[src/rtl/rect_fill_engine.sv]
// Filled-rectangle / full-screen clear pixel producer for the 320x240 framebuffer.
// Emits one registered write per clock in row-major order, in the framebuffer's 2x write space.
module rect_fill_engine #(
    parameter int H_RES       = 320,
    parameter int V_RES       = 240,
    parameter int COORD_W     = 11,
    parameter int COLOR_W     = 8,
    parameter int CLEAR_COLOR = 255
) (
    input  logic               clock,
    input  logic               reset,
    input  logic               start,
    input  logic               clear,
    input  logic [COORD_W-1:0] rect_x,
    input  logic [COORD_W-1:0] rect_y,
    input  logic [COORD_W-1:0] rect_w,
    input  logic [COORD_W-1:0] rect_h,
    input  logic [COLOR_W-1:0] color,
    output logic               wr_en,
    output logic [COORD_W-1:0] wr_x,
    output logic [COORD_W-1:0] wr_y,
    output logic [COLOR_W-1:0] wr_data,
    output logic               busy,
    output logic               done,
    output logic               state
);

    typedef enum logic {IDLE = 1'b0, FILL = 1'b1} state_t;

    localparam logic [COORD_W:0]   H_LIM   = (COORD_W+1)'(H_RES);
    localparam logic [COORD_W:0]   V_LIM   = (COORD_W+1)'(V_RES);
    localparam logic [COORD_W:0]   ONE_EXT = (COORD_W+1)'(1);
    localparam logic [COLOR_W-1:0] CLR_COL = COLOR_W'(CLEAR_COLOR);

    state_t             state_q, state_next;
    logic [COORD_W-1:0] x_q, x_next;
    logic [COORD_W-1:0] y_q, y_next;
    logic [COORD_W-1:0] x_start_q, x_start_next;
    logic [COORD_W:0]   x_end_q, x_end_next;
    logic [COORD_W:0]   y_end_q, y_end_next;
    logic [COLOR_W-1:0] color_q, color_next;
    logic               wr_en_next, busy_next, done_next;
    logic [COORD_W-1:0] wr_x_next, wr_y_next;
    logic [COLOR_W-1:0] wr_data_next;

    // Command as seen in IDLE: clear overrides whatever start carries
    logic [COORD_W-1:0] cmd_x, cmd_y, cmd_w, cmd_h;
    logic [COLOR_W-1:0] cmd_color;
    logic [COORD_W:0]   sum_x, sum_y, cmd_x_end, cmd_y_end;
    logic               cmd_empty, cmd_strobe;
    logic [COORD_W:0]   x_inc, y_inc;
    logic               last_col, last_row;

    always_comb begin
        if (clear) begin
            cmd_x     = '0;
            cmd_y     = '0;
            cmd_w     = COORD_W'(H_RES);
            cmd_h     = COORD_W'(V_RES);
            cmd_color = CLR_COL;
        end else begin
            cmd_x     = rect_x;
            cmd_y     = rect_y;
            cmd_w     = rect_w;
            cmd_h     = rect_h;
            cmd_color = color;
        end
        cmd_strobe = start | clear;
        sum_x      = {1'b0, cmd_x} + {1'b0, cmd_w};
        sum_y      = {1'b0, cmd_y} + {1'b0, cmd_h};
        cmd_x_end  = (sum_x > H_LIM) ? H_LIM : sum_x;
        cmd_y_end  = (sum_y > V_LIM) ? V_LIM : sum_y;
        cmd_empty  = (cmd_w == '0) || (cmd_h == '0) ||
                     ({1'b0, cmd_x} >= H_LIM) || ({1'b0, cmd_y} >= V_LIM);
        x_inc      = {1'b0, x_q} + ONE_EXT;
        y_inc      = {1'b0, y_q} + ONE_EXT;
        last_col   = (x_inc == x_end_q);
        last_row   = (y_inc == y_end_q);
    end

    always_comb begin
        state_next   = state_q;
        x_next       = x_q;
        y_next       = y_q;
        x_start_next = x_start_q;
        x_end_next   = x_end_q;
        y_end_next   = y_end_q;
        color_next   = color_q;
        wr_en_next   = 1'b0;
        busy_next    = 1'b0;
        done_next    = 1'b0;
        wr_x_next    = wr_x;
        wr_y_next    = wr_y;
        wr_data_next = wr_data;

        case (state_q)
            IDLE: begin
                if (cmd_strobe) begin
                    if (cmd_empty) begin
                        done_next = 1'b1;
                    end else begin
                        state_next   = FILL;
                        x_next       = cmd_x;
                        y_next       = cmd_y;
                        x_start_next = cmd_x;
                        x_end_next   = cmd_x_end;
                        y_end_next   = cmd_y_end;
                        color_next   = cmd_color;
                        wr_en_next   = 1'b1;
                        busy_next    = 1'b1;
                        wr_x_next    = {cmd_x[COORD_W-2:0], 1'b0};
                        wr_y_next    = {cmd_y[COORD_W-2:0], 1'b0};
                        wr_data_next = cmd_color;
                    end
                end
            end
            FILL: begin
                // x_q/y_q is the pixel currently presented on the write port
                if (last_col && last_row) begin
                    state_next = IDLE;
                    done_next  = 1'b1;
                end else begin
                    if (last_col) begin
                        x_next = x_start_q;
                        y_next = y_inc[COORD_W-1:0];
                    end else begin
                        x_next = x_inc[COORD_W-1:0];
                    end
                    wr_en_next   = 1'b1;
                    busy_next    = 1'b1;
                    wr_x_next    = {x_next[COORD_W-2:0], 1'b0};
                    wr_y_next    = {y_next[COORD_W-2:0], 1'b0};
                    wr_data_next = color_q;
                end
            end
            default: state_next = IDLE;
        endcase
    end

    always_ff @(posedge clock or posedge reset) begin
        if (reset) begin
            state_q   <= IDLE;
            x_q       <= '0;
            y_q       <= '0;
            x_start_q <= '0;
            x_end_q   <= '0;
            y_end_q   <= '0;
            color_q   <= '0;
            wr_en     <= 1'b0;
            busy      <= 1'b0;
            done      <= 1'b0;
            wr_x      <= '0;
            wr_y      <= '0;
            wr_data   <= '0;
        end else begin
            state_q   <= state_next;
            x_q       <= x_next;
            y_q       <= y_next;
            x_start_q <= x_start_next;
            x_end_q   <= x_end_next;
            y_end_q   <= y_end_next;
            color_q   <= color_next;
            wr_en     <= wr_en_next;
            busy      <= busy_next;
            done      <= done_next;
            wr_x      <= wr_x_next;
            wr_y      <= wr_y_next;
            wr_data   <= wr_data_next;
        end
    end

    assign state = (state_q == FILL);

endmodule

[config.mk]
export PLATFORM = sky130hd
export DESIGN_NAME = rect_fill_engine
export DESIGN_NICKNAME = d
export VERILOG_FILES = /design/src/rtl/rect_fill_engine.sv
export SDC_FILE = /design/constraint.sdc
export NUM_CORES = 1
export LEC_CHECK = 0
export ABC_AREA = 1
export BUFFER_PORTS_ARGS = -buffer_cell sky130_fd_sc_hd__clkbuf_2
export CORE_MARGIN = 8
export CORE_UTILIZATION = 35
export CTS_BUF_LIST = sky130_fd_sc_hd__clkbuf_4
export DETAILED_ROUTE_END_ITERATION = 6
export GPL_TIMING_DRIVEN = 0
export PLACE_DENSITY = 0.63
export SYNTH_ARGS = -nofsm -noshare
export SYNTH_HDL_FRONTEND = slang
export SYNTH_SLANG_ARGS = --single-unit
[constraint.sdc]
create_clock -name clock -period 3.2 [get_ports clock]
set_clock_uncertainty 0.2 [all_clocks]
set_input_delay 0.64 -clock clock [delete_from_list [all_inputs] [get_ports clock]]
set_output_delay 0.64 -clock clock [all_outputs]
set_load 0.05 [all_outputs]
-- Word-level counts from Yosys, hierarchy flattened
Index checks and enable logic that the tools add are counted.
- register bits after elaboration: 97
- input port bits: 56
- output and inout bits: 34
- add/sub/neg operators: 4
- $lt $le $gt $ge: 4
- equality and inequality tests: 6
- mux-type cells: 37
- bitwise operators: 3
- reduce and logical (&&, ||, !) cells: 9
- operators by type and width (operator ; count):
    $mux W11 ; 18
    $pmux W11 S2 ; 4
    $mux W8 ; 4
    $add A11 B1 Y12 const B ; 2
    $add A11 B11 Y12 ; 2
    $eq A12 B12 Y1 ; 2
    $mux W12 ; 2
    $logic_not A11 Y1 ; 2
    $pmux W8 S2 ; 1
    $gt A12 B8 Y1 const B ; 1
    $gt A12 B9 Y1 const B ; 1
    $ge A11 B8 Y1 const B ; 1
    $ge A11 B9 Y1 const B ; 1
    $mux W1 ; 6
    $ne A2 B2 Y1 const B ; 3
    $reduce_and A3 Y1 ; 2
    $pmux W1 S2 ; 2
    $reduce_and A4 Y1 ; 1
    $logic_or A1 B1 Y1 ; 3
    $ne A2 B1 Y1 const B ; 1
    $not A1 Y1 ; 2
    $logic_and A1 B1 Y1 ; 1
    $or A1 B1 Y1 ; 1

-- Depth between registers and ports, before layout
Gate-level depths: netlist of run 1.
- word-level depth: 8
- gate-level depth with buffers: 20
- gate-level depth less buffers: 16

-- Least setup slack after synthesis of run 1
OpenSTA, ideal clock, no wires.
- path type: input to register
- start: input port clear
- end: register y_end_q[4]
- setup time: 0.120 ns
- arrival time: 3.406 ns
- data required time: 2.880 ns
- path slack: -0.526 ns
- stages on the path: 19
- cell sequence: buf_4 buf_4 clkbuf_1 clkbuf_1 buf_1 nor2_1 ha_1 inv_1 fa_1 o21ai_0 nand2_1 nand2_1 nand2_1 nand3_1 nand2_1 nor2_1 nand2_1 o21ai_0 inv_1
- cells in the longest elaborated chain, start to end: 7
- elaborated cells on any way between the ends: 17
- classes of those cells: 1 x add/sub; 3 x order compare; 5 x mux; 2 x bitwise; 6 x reduce/logical
- RTL lines (element ; RTL line ; text):
    start: declaration ; 13 ; input logic clear,
    branches (longest 7 deep; another with $add A11 B11 Y12) ; - ;
    end signal: assignment ; 161 ; y_end_q <= y_end_next;
    end: declaration ; 40 ; logic [COORD_W:0] y_end_q, y_end_next;
Several ways; the timed one is not identified.
A chain may end at the register's enable or synchronous reset.

-- Worst setup path after layout of run 1
- start: input port clear
- end: register y_end_q[6]
Same word-level chain as after synthesis.

==> results.txt, run 1 <==
- Cell taking the most area after synthesis: dfrtp_1
- Proportion of power drawn by flip-flops and latches: 50.0%
- Leakage power of the design: 4.117 nW
* Sum of routed wire length over all layers: 18240 um
* Synth Warn #: 0
* Required time at the worst-slack endpoint: 3.33 ns
- Cells after Synth: 1019
- Number of buffers added on ports: 87
- Setup repair after global routing left no endpoint under its margin.
- The net count of the finished layout is 1200.
* Height of the die: 150.5 um
- Along the worst path, the maximum fanout reaches 28.
- Outcome: complete, no violations
* Sw Ratio: 30.40%
- The number of hold violations in the final report is 0.
* Final HPWL DP: 15110 um
- Row generation in the floorplan step produced 49 rows.
- Worst Tran Pin Value: 0.5942 ns
- Total congestion overflow after global routing: 0
- For this configuration, the core starts out at a cell density of 35.50%.
- Share of power burned in the clock network: 30.7%
- Highest attainable clock frequency: 0.3423 GHz
- Root buffer cell: clkbuf_4
* Core Region: 0.01784 mm^2
- The first detailed-routing pass ran for 6 iterations.
* Number of DRC markers after the initial detailed-route iteration: 420
- A synthesized cell averages 6.215 um^2.
- The worst setup path is launched from a primary input.
* Worst hold path class: flop to flop
- The critical path is of the primary input to flop type.
* Number of slew-limit violations in the final report: 0
* Count of antenna-violating nets left after detailed routing: 0
- Measured along the x axis, the die boundary spans 150.5 um.
- Routability-driven placement finished with a final weighted congestion of 0.8464.
- Arrival time of data at the critical path endpoint: 3.05 ns
- Setup-failing EPs final: 0
- Level count of the clock H-tree: 3
- Dividing the detail-routed wire length by the instance count gives 13.45 um.
* Critical path's most frequent cell: nand2_1
* Max stage delay cell, worst path: fa_2
- Across all hold checks on the routed design, the worst slack comes to 0.2922 ns.
- Clock tree from TritonCTS: done
* Ordered list of cells on the worst path: clkbuf_2, buf_8, buf_6, buf_6, nor2_2, ha_2, inv_2, fa_2, o21ai_2, nand2_1, nand2_2, nand2_1, nand3_1, nand2_1, nor2_4, nand4_1, nand2_1, inv_1
- After layout, the design draws a total of 1.893 mW.
- The routed layout has 6355 vias.
- After clock tree synthesis, the clock-pin slew on the worst setup and hold paths is 0.12 ns.
- Number of synthesized register bits: 75
- Deepest clock path buffer count: 2
* Vias per std cell: 4.687
- DRC violations left: 0
- The cell area that synthesis handed to floorplanning was 0.006334 mm^2.
- Pwr dens: 257.0 mW/mm^2
- Max-Cap Viols: 0
* Largest stage delay, worst path: 0.40 ns
* Clock network latency to the later pin of the worst-skew pair: 0.43 ns
- Area added between synthesis and finish: 16.30%
- Number of placed I/O pins: 90
- Slew Limit Headroom: 60.39%
* Number of buffers created by CTS: 9
- Logic gate share of total power: 19.3%
- VDD sags by at most 0.1297 mV.
- Power spent charging and discharging nets: 0.5756 mW
- After synthesis, flip-flops and latches occupy 29.63% of the total area.
* Area of the die: 0.02266 mm^2
- The clock net in this run drives a total of 75 sinks.
- In the finished design, the share of the clock period the worst path needs comes to 91.30%.
* Via count of the first global-routing pass: 5996
- Final sum of negative setup slack: 0 ns
* Most area-consuming cells after synthesis: dfrtp_1 (30%), nand2_1 (20%), nand3_1 (11%), inv_1 (8.5%), nor2_1 (5.5%)
- The worst setup path is captured at a flop.
- Cell internal power was estimated by the tool at 1.318 mW.
- Wire length of the first global-routing pass: 29660 um
* Final min period: 2.922 ns
- Count of cell types in the netlist: 35
- Maximum number of pins on one net before global-route repair: 46
- Top-area cell type share of the netlist area: 29.63%
- Number of antenna violations at the first check in global routing: 1
- In the global route stage, overall resource usage came out at 16.34%.
* Layout cell share with drive strength beyond 1: 19.09%
## power by group through the flow
| stage | logic, mW | clock network [mW] | registers [mW] |
|---|---|---|---|
| after global routing | 0.415 | 0.630 | 0.948 |
| after CTS | 0.363 | 0.592 | 0.947 |
| after detailed placement | 0.354 | 0 | 0.966 |
| after global placement | 0.347 | 0 | 0.966 |
| final | 0.365 | 0.580 | 0.947 |
| after floorplan | 0.252 | 0 | 0.966 |
## per-layer routing
layer	up-vias	routed length [um]	part of all wire, %	GRT usage (%)
met5	-	0	0	0
met4	0	225	1.2	4.948
met3	18	968	5.3	2.284
met2	152	7954	44	25.20
met1	2792	9092	50	23.12
li1	3393	-	-	-
## registers in the layout (all words and copies together), names as in the netlist
signal     flops
x_end_q       12
y_end_q       12
x_q           11
x_start_q     11
y_q           10
color_q        8
wr_data        8
done           1
state          1
wr_y           1
## synthesized netlist by cell type
cell / instances
buf_6: 2
o21bai_1: 4
nand4_1: 30
o21ai_0: 30
or2_2: 15
o31ai_1: 1
buf_2: 16
a21oi_1: 12
a22oi_1: 1
inv_1: 143
nand3b_1: 7
xnor2_1: 7
o21ai_1: 8
a211oi_1: 1
inv_2: 4
nand2_1: 335
dfrtp_1: 75
nor2_4: 4
nor2_1: 92
fa_1: 2
clkbuf_2: 1
o21a_1: 1
conb_1: 1
nand3_2: 2
buf_4: 27
xor2_1: 6
nor4_1: 2
clkbuf_1: 9
nand2_2: 5
buf_1: 5
nor2_2: 6
nor2_8: 1
nand3_1: 136
ha_1: 20
nor3_1: 8
## kinds of logic (layout without fill, tap and decap cells)
kind of cell    Yosys count  after routing  share of synthesized area, %
other cells               1              3                       0.05921
flops                    75             75                         29.63
fa+ha+maj                22             22                         4.583
buf+inv                 207            312                         14.44
xor+xnor                 13             13                         1.798
compound gates           58             58                         4.899
simple gates            643            644                         44.59
## layout make-up
| class | instances | area, um^2 |
|---|---|---|
| plain buffers | 58 | 374.1 |
| fillers | 1927 | 10480 |
| inverters | 147 | 554.3 |
| flip-flops and latches | 75 | 1877 |
| diodes | 1 | 2.502 |
| clock inverters | 5 | 55.05 |
| repair buffers | 92 | 495.5 |
| well taps | 229 | 286.5 |
| clock buffers | 10 | 75.07 |
| multi-input cells | 739 | 3646 |
## cells in the final DEF (no fill, tap or decap), types with 4 or more instances in the layout
cell type,synthesis,layout
dfrtp_1,75,75
nor2_1,92,86
nand2_2,5,7
xnor2_1,7,7
nand3_1,136,131
inv_2,4,6
buf_2,16,16
a21oi_1,12,12
ha_1,20,18
o21ai_1,8,10
buf_1,5,4
clkbuf_4,0,10
nor2_4,4,7
nor2_2,6,10
nand3b_1,7,7
clkbuf_2,1,88
o21bai_1,4,4
clkbuf_1,9,7
buf_4,27,28
buf_6,2,4
xor2_1,6,5
nand3_2,2,7
o21ai_0,30,27
nand2_1,335,332
inv_1,143,140
nor3_1,8,7
or2_2,15,15
nand4_1,30,30
## repair_timing
item,in CTS,in global routing
cloned,1,0
endpoints found under the setup margin,13,15
hold buffers,1,0
hold endpoints to repair,12,0
pin swaps,4,1
resized for setup,5,7
setup buffers,3,0
## worst max-delay path, delay by kind of cell
family                   cells  cell delay, ns
adder cells (fa/ha/maj)      2            0.60
AO/OA/AOI/OAI                1            0.19
buffers and inverters        6            0.67
AND/OR/NAND/NOR              9            0.96
## per-stage QoR
| stage | worst slack, ns | cells | instance area, um^2 | utilization [%] |
|---|---|---|---|---|
| finish | 0.2783 | 1356 | 7366 | 41.29 |
| global route | 0.05064 | 1356 | 7366 | 41.29 |
| CTS | 0.1099 | 1356 | 7342 | 41.15 |
| detailed placement | -0.5688 | 1337 | 7169 | 40.19 |
| global placement | -0.5971 | 1336 | 7139 | 40.02 |
| floorplan | -0.01679 | 1020 | 6417 | - |
## worst paths after layout
check                         startpoint             to  slack, ns  cells past startpoint
max in group asynchronous          reset   x_start_q[4]       1.68                      4
max reg2reg                       y_q[0]         x_q[6]       0.44                     16
min                        x_start_q[10]  x_start_q[10]       0.29                      2
max                                clear     y_end_q[6]       0.28                     18
min reg2reg                x_start_q[10]  x_start_q[10]       0.29                      2
min in group asynchronous          reset         x_q[1]       0.55                      3
Power figures use the tool's default switching activity.
==> inputs of run 2 (changes only) <==
--- a/config.mk
+++ b/config.mk
@@ -11,7 +11,6 @@
 export CORE_UTILIZATION = 35
 export CTS_BUF_LIST = sky130_fd_sc_hd__clkbuf_4
 export DETAILED_ROUTE_END_ITERATION = 6
-export GPL_TIMING_DRIVEN = 0
 export PLACE_DENSITY = 0.63
 export SYNTH_ARGS = -nofsm -noshare
 export SYNTH_HDL_FRONTEND = slang
==> constraint.sdc (replaced) <==
create_clock -name clock -period 3.6 [get_ports clock]
set_clock_uncertainty 0.2 [all_clocks]
set_input_delay 0.72 -clock clock [delete_from_list [all_inputs] [get_ports clock]]
set_output_delay 0.72 -clock clock [all_outputs]
set_load 0.05 [all_outputs]
==> run 2 against run 1 <==
Effect of this change: total power down 2.9%; clock power up 19%; non-clock buffer count down 40; via count down 2.4%; core utilization down 1.4 points; wire length down 3.2%; critical path type unchanged; critical endpoint is now x_end_q[7].
==> results.txt, run 2 (same netlist as run 1, synthesis figures left out) <==
- The number of nets with antenna violations after detailed routing is 0 (unchanged).
- The largest net degree at the start of global routing was 76 (+65%).
- The worst setup path is captured at a flop.
- Via total after detailed routing: 6202 (-2.4%)
- The number of buffers added on ports is 87 (unchanged).
- Internal Power: 1.308 mW (-0.74%)
* Post-CTS Hold Fix Bufs: 0 (-1)
- Clock slew seen by the registers of the worst setup and hold paths: 0.14 ns (+0.02 ns)
* Cell family contributing the most delay on the critical path: simple AND/OR/NAND/NOR gates
- The combinational fraction of design power came to 16.8% (-2.5 points).
* Commonest cells after routing, fill and taps aside: nand2_1 (335), inv_1 (142), nand3_1 (135)
- The first-pass detailed-route iteration total is 5 (-1).
- The non-filler instance count after layout came to 1316 (-2.9%).
- Layout cell share with drive strength beyond 1: 15.38% (-3.7 points)
- Proportion of power drawn by flip-flops and latches: 45.8% (-4.2 points)
* Highest attainable clock frequency: 0.3329 GHz
- The placed wire-length estimate after detailed placement is 13940 um (-7.7%).
* Max-Cap Viols: 0 (unchanged)
* Setup-failing EPs final: 0 (unchanged)
- Total congestion overflow after global routing: 0 (unchanged)
- Most common cell after layout, fill and taps aside: nand2_1
- Via count of the first global-routing pass: 5743 (-4.2%)
- The number of CTS-inserted buffers is 9 (unchanged).
* Sw Ratio: 28.88% (-1.5 points)
- The data required time of the worst path is 3.73 ns (+0.40 ns).
* Vias per std cell: 4.713 (+0.56%)
- The clock insertion delay at the later pin of the skew report is 0.45 ns (+0.02 ns).
- Wire length of the first global-routing pass: 29370 um (-0.98%)
* Level count of the clock H-tree: 3 (unchanged)
- Deepest clock path buffer count: 2 (unchanged)
- Max stage delay cell, worst path: fa_1
- The horizontal extent of the die was 150.5 um (unchanged).
* R2R Path End: x_q[5]
- TritonCTS built the clock tree.
* Met1 GRT Util: 24.76% (+1.6 points)
- The tree is rooted in a clkbuf_4.
* Quantity of gates resized following cts: 0 (-5)
- Hold WS: 0.09033 ns (-0.2019 ns)
* Worst vdd rail ir drop: 0.1453 mV (+12%)
* R2R depth: 15 (-1)
* Number of sinks on the clock net: 75 (unchanged)
- Sum of routed wire length over all layers: 17660 um (-3.2%)
- Number of DRC markers after the initial detailed-route iteration: 415 (-1.2%)
- The number of antenna violations at the first check in global routing is 1 (unchanged).
- Number of nets in the finished design: 1159 (-3.4%)
* Final sum of negative setup slack: 0 ns (unchanged)
- The number of slew-limit violations in the final report was 0 (unchanged).
- The initial core utilization came to 35.50% (unchanged).
- The global-route usage over all layers was 15.95% (-0.39 points).
- The placed instance area was 0.006914 mm^2 (-3.6%).
- The height of the die came to 150.5 um (unchanged).
* Register-to-register path setup slack: 0.82 ns (+0.38 ns)
- Area of the die: 0.02266 mm^2 (unchanged)
- Registers with the highest flip-flop counts: x_end_q: 12 flops, y_end_q: 12 flops
* DRC violations left: 0 (unchanged)
- Category of the critical setup timing path: primary input to flop
- met1 is the most crowded layer.
- The power density over cell area was 258.7 mW/mm^2 (+0.64%).
* Number of placed I/O pins: 90 (unchanged)
- Launching point of the worst reg2reg path: y_q[0]
- Leakage power of the design: 4.007 nW (-2.7%)
- The met2 capacity usage during global routing came to 22.40% (-2.8 points).
* Crit path launch type: primary input
- CP Max Fanout: 18 (-36%)
- Dpl cells: 1299 (-2.8%)
* Layout Cell Area excl Fill: 0.007109 mm^2 (-3.5%)
- Buffers inserted during post-CTS setup optimization: 0 (-3)
- Final weighted congestion in routability-driven placement: 0.8935 (+5.6%)
- Setup repair after global routing missed its margin: no
- Arrival time of data at the critical path endpoint: 3.13 ns (+0.08 ns)
* Core Region: 0.01784 mm^2 (unchanged)
- Area added between synthesis and finish: 12.25%
* Share of the clock period used by the worst path after layout: 83.45%
- The number of placement rows is 49 (unchanged).
- Outcome: complete, no violations
- Share of power burned in the clock network: 37.4% (+6.7 points)
- The total net switching power came to 0.5310 mW (-7.7%).
- The critical path buffer and inverter count was 2 (-4).
- Met3 demand-to-capacity share in global routing: 2.314% (+0.030 points)
- Final routed wire length divided by cell count: 13.42 um (-0.22%)
* Final hold violations: 0 (unchanged)
- Ordered list of cells on the worst path: clkbuf_2, nor2_1, ha_1, inv_1, fa_1, nor3_1, nand3b_1, nand3_1, nand2_1, xor2_1, nand2_1, nand3_1, o21ai_1
- The min-delay analysis places its worst path in the category primary input to asynchronous set/reset pin.
* Largest stage delay, worst path: 0.41 ns (about the same)
* Final min period: 3.004 ns
## run 2: worst register-to-register path, cell delays in order, from the launching register on
cell and delay (ns):
dfrtp_1 0.55, ha_1 0.39, nand4_1 0.19, o21bai_1 0.20
nand2_1 0.10, nand2_1 0.07, nand2_1 0.05, nor2_1 0.10
nand2_1 0.08, nor2_1 0.15, nand2_1 0.07, nand2_1 0.08
nand2_1 0.11, buf_12 0.18, nand2_1 0.09, nand2_1 0.05
## run 2: cell type report
cell class / count / area [um^2]
clock buffer: 9 / 67.56
timing repair buffer: 110 / 633.1
sequential: 75 / 1877
fill: 1939 / 10730
clock inverter: 7 / 125.1
inverter: 147 / 551.8
antenna: 1 / 2.502
tap: 229 / 286.5
multi-input combinational: 738 / 3566
## run 2: layer usage
layer | vias to the layer above | wire, um
li1 | 3297 | -
met1 | 2762 | 9631
met2 | 132 | 7094
met3 | 11 | 782
met4 | 0 | 155
met5 | - | 0
## run 2: metrics by stage
step | util (%) | total power, mW | worst slack, ns
6_report | 39.85 | 1.839 | 0.5957
5_1_grt | 39.85 | 1.944 | 0.3314
4_1_cts | 39.83 | 1.860 | 0.6183
3_5_place_dp | 38.75 | 1.166 | 0.1387
3_3_place_gp | 38.75 | 1.167 | 0.1600
2_1_floorplan | - | 1.072 | 0.03091
## run 2: power by group through the flow
stage | Combinational [mW] | Sequential (mW) | Clock [mW]
detailed placement | 0.308 | 0.858 | 0
finish | 0.308 | 0.842 | 0.688
global placement | 0.308 | 0.858 | 0
global route | 0.355 | 0.843 | 0.747
floorplan | 0.213 | 0.858 | 0
CTS | 0.310 | 0.842 | 0.708
## run 2: worst max path at each step
stage,end,start,cells after the start
after floorplan,y_end_q[4],clear,19
after global placement,x_end_q[1],clear,13
after detailed placement,x_end_q[2],clear,13
after CTS,x_end_q[7],clear,13
after global routing,x_end_q[3],clear,13
final,x_end_q[7],clear,13
==> inputs of run 3 (changes only) <==
==> constraint.sdc (replaced) <==
create_clock -name clock -period 3.1 [get_ports clock]
set_clock_uncertainty 0.2 [all_clocks]
set_input_delay 0.62 -clock clock [delete_from_list [all_inputs] [get_ports clock]]
set_output_delay 0.62 -clock clock [all_outputs]
set_load 0.05 [all_outputs]
==> run 3 against run 2 <==
Effect of this change: register-to-register slack got worse by 0.32 ns; final cell count increased by 1.6%; critical path depth increased by 3; largest power group unchanged; total power increased by 4.0%; via count increased by 0.47%; highest routed layer unchanged.
==> results.txt, run 3 (same netlist as run 1, synthesis figures left out) <==
- The run finished with clean final reports.
- The global-route usage over all layers came to 15.62% (-0.33 points).
* Arrival time of data at the critical path endpoint: 2.76 ns (-0.37 ns)
- Area added between synthesis and finish: 14.44%
* Overall power: 1.913 mW (+4.0%)
- In this run the worst setup path terminates at y_end_q[7].
* Number of sinks on the clock net: 75 (unchanged)
- Hold WS: 0.2788 ns (+0.1885 ns)
- Required time at the worst-slack endpoint: 3.24 ns (-0.49 ns)
- The worst setup path is captured at a flop.
* Worst vdd rail ir drop: 0.1241 mV (-15%)
- Number of DRC markers after the initial detailed-route iteration: 444 (+7.0%)
- Layout Cell Area excl Fill: 0.007248 mm^2 (+2.0%)
- Number of iterations in the first detailed-routing pass: 5 (unchanged)
* Cell area after placement: 0.007096 mm^2 (+2.6%)
- The horizontal extent of the die was 150.5 um (unchanged).
* Crit path from: clear
- DRC violations left: 0 (unchanged)
- Via count of the first global-routing pass: 5877 (+2.3%)
* Origin of the worst min-delay path: color[6]
- The highest cell delay on the worst timing path came to 0.40 ns (about the same).
- Ordered list of cells on the worst path: clkbuf_2, buf_12, nor2_1, ha_2, inv_2, fa_2, o21ai_2, nand2_1, nand2_1, nand2_1, nand3_1, nand2_1, nor2_4, nand2_1, o21ai_1, inv_1
- Least setup slack across all paths after layout: 0.4818 ns (-0.1138 ns)
- Standard-cell rows: 49 (unchanged)
- The worst hold path belongs to the class primary input to flop.
* Leakage power of the design: 4.074 nW (+1.7%)
* Vias per std cell: 4.660 (-1.1%)
- Quantity of gates resized following cts: 0 (unchanged)
- The number of max-capacitance violations reported is 0 (unchanged).
- The number of antenna violations at the first check in global routing came to 1 (unchanged).
- The setup path with the least slack is of type primary input to flop.
* Share of the clock period used by the worst path after layout: 84.46%
- The number of nets with antenna violations after detailed routing came to 0 (unchanged).
- The floorplan core area is 0.01784 mm^2 (unchanged).
- The register clock-pin slew on the reported worst setup and hold paths was 0.14 ns (about the same).
* Root buffer cell: clkbuf_4
- Final routed wire length divided by cell count: 12.71 um (-5.3%)
- In this design, the critical path's most frequently occurring cell is nand2_1.
- Via total after detailed routing: 6231 (+0.47%)
* Final min period: 2.618 ns
- Clock network latency to the later pin of the worst-skew pair: 0.45 ns (about the same)
* Total congestion overflow after global routing: 0 (unchanged)
- Setup repair after global routing missed its margin: no
- The number of CTS-inserted buffers was 9 (unchanged).
- Sum of routed wire length over all layers: 16990 um (-3.8%)
- The largest net degree at the start of global routing came to 39 (-49%).
- Final HPWL DP: 13870 um (-0.49%)
- The routability congestion estimate came to 0.8824 (-1.2%).
* CP Max Fanout: 33 (+15)
- The height of the die was 150.5 um (unchanged).
- Wire length of the first global-routing pass: 29190 um (-0.61%)
* Number of buffers added on ports: 87 (unchanged)
- Register-to-register path setup slack: 0.50 ns (-0.32 ns)
* Starting density of the core: 35.50% (unchanged)
* Level count of the clock H-tree: 3 (unchanged)
- The full die area came to 0.02266 mm^2 (unchanged).
- The number of hold violations in the final report was 0 (unchanged).
- Crit path launch type: primary input
- Registers with the highest flip-flop counts: x_end_q: 12 flops, y_end_q: 12 flops
- Launching point of the worst reg2reg path: x_q[0]
- Deepest clock path buffer count: 2 (unchanged)
* Highest attainable clock frequency: 0.3819 GHz
- The number of slew-limit violations in the final report was 0 (unchanged).
- Max stage delay cell, worst path: fa_2
- Layout cell share with drive strength beyond 1: 17.98% (+2.6 points)
* R2R depth: 16 (+1)
* R2R Path End: y_q[1]
- The number of setup violations in the final report is 0 (unchanged).
- Pwr dens: 263.9 mW/mm^2 (+2.0%)
- TritonCTS built the clock tree.
- The number of primary I/O pins was 90 (unchanged).
- The library cell used most frequently in the layout, excluding fill and tap cells, is nand2_1.
- Commonest cells after routing, fill and taps aside: nand2_1 (333), inv_1 (140), nand3_1 (134)
- The worst setup slack before clock tree synthesis came to 0.03322 ns (-0.1054 ns).
- The number of nets in the layout came to 1180 (+1.8%).
[run 3: metrics by stage]
| step | std cells | util [%] | setup TNS (ns) |
|---|---|---|---|
| after global placement | 1317 | 39.77 | 0 |
| final | 1337 | 40.63 | 0 |
| after floorplan | 1020 | - | -0.7651 |
| after CTS | 1334 | 40.53 | 0 |
| after detailed placement | 1317 | 39.77 | 0 |
| after global routing | 1337 | 40.63 | 0 |
[run 3: final cells by class]
type                            instances  area [um^2]
Antenna cell                            1        2.502
Clock buffer                            9        67.56
Clock inverter                          7        57.56
Fill cell                            1944        10590
Inverter                              147        551.8
Multi-Input combinational cell        738         3600
Sequential cell                        75         1877
Tap cell                              229        286.5
Timing Repair Buffer                  131        805.8
[run 3: worst min-delay path by stage]
stage | to | cells after the start
CTS | color_q[6] | 4
global placement | x_start_q[10] | 2
global route | color_q[6] | 4
floorplan | x_start_q[9] | 2
detailed placement | x_start_q[10] | 2
finish | color_q[6] | 4
[run 3: what timing repair did]
| action | 4_1_cts | 5_1_grt |
|---|---|---|
| endpoints found under the hold margin | 20 | 0 |
| endpoints found under the setup margin | 0 | 1 |
| setup buffers | 0 | 2 |
| hold buffers | 1 | 0 |
[run 3: power breakdown]
part	switching [mW]	total, mW	internal, mW	leakage, nW
logic	0.239	0.382	0.143	3.13
registers	0	0.978	0.978	0.882
clock network	0.379	0.553	0.173	0.0596
[run 3: critical path, delay by kind of cell]
kind	cells	cell delay, ns
adder cells (fa/ha/maj)	2	0.61
AO/OA/AOI/OAI	2	0.29
AND/OR/NAND/NOR	8	0.86
buffers and inverters	4	0.37
[run 3: layer usage]
metal,global-route usage (%),up-vias,wire [um]
met1,24.09,2744,9176
met4,3.498,0,133
met3,2.314,11,761
li1,-,3334,-
met5,0,-,0
met2,22.09,142,6921
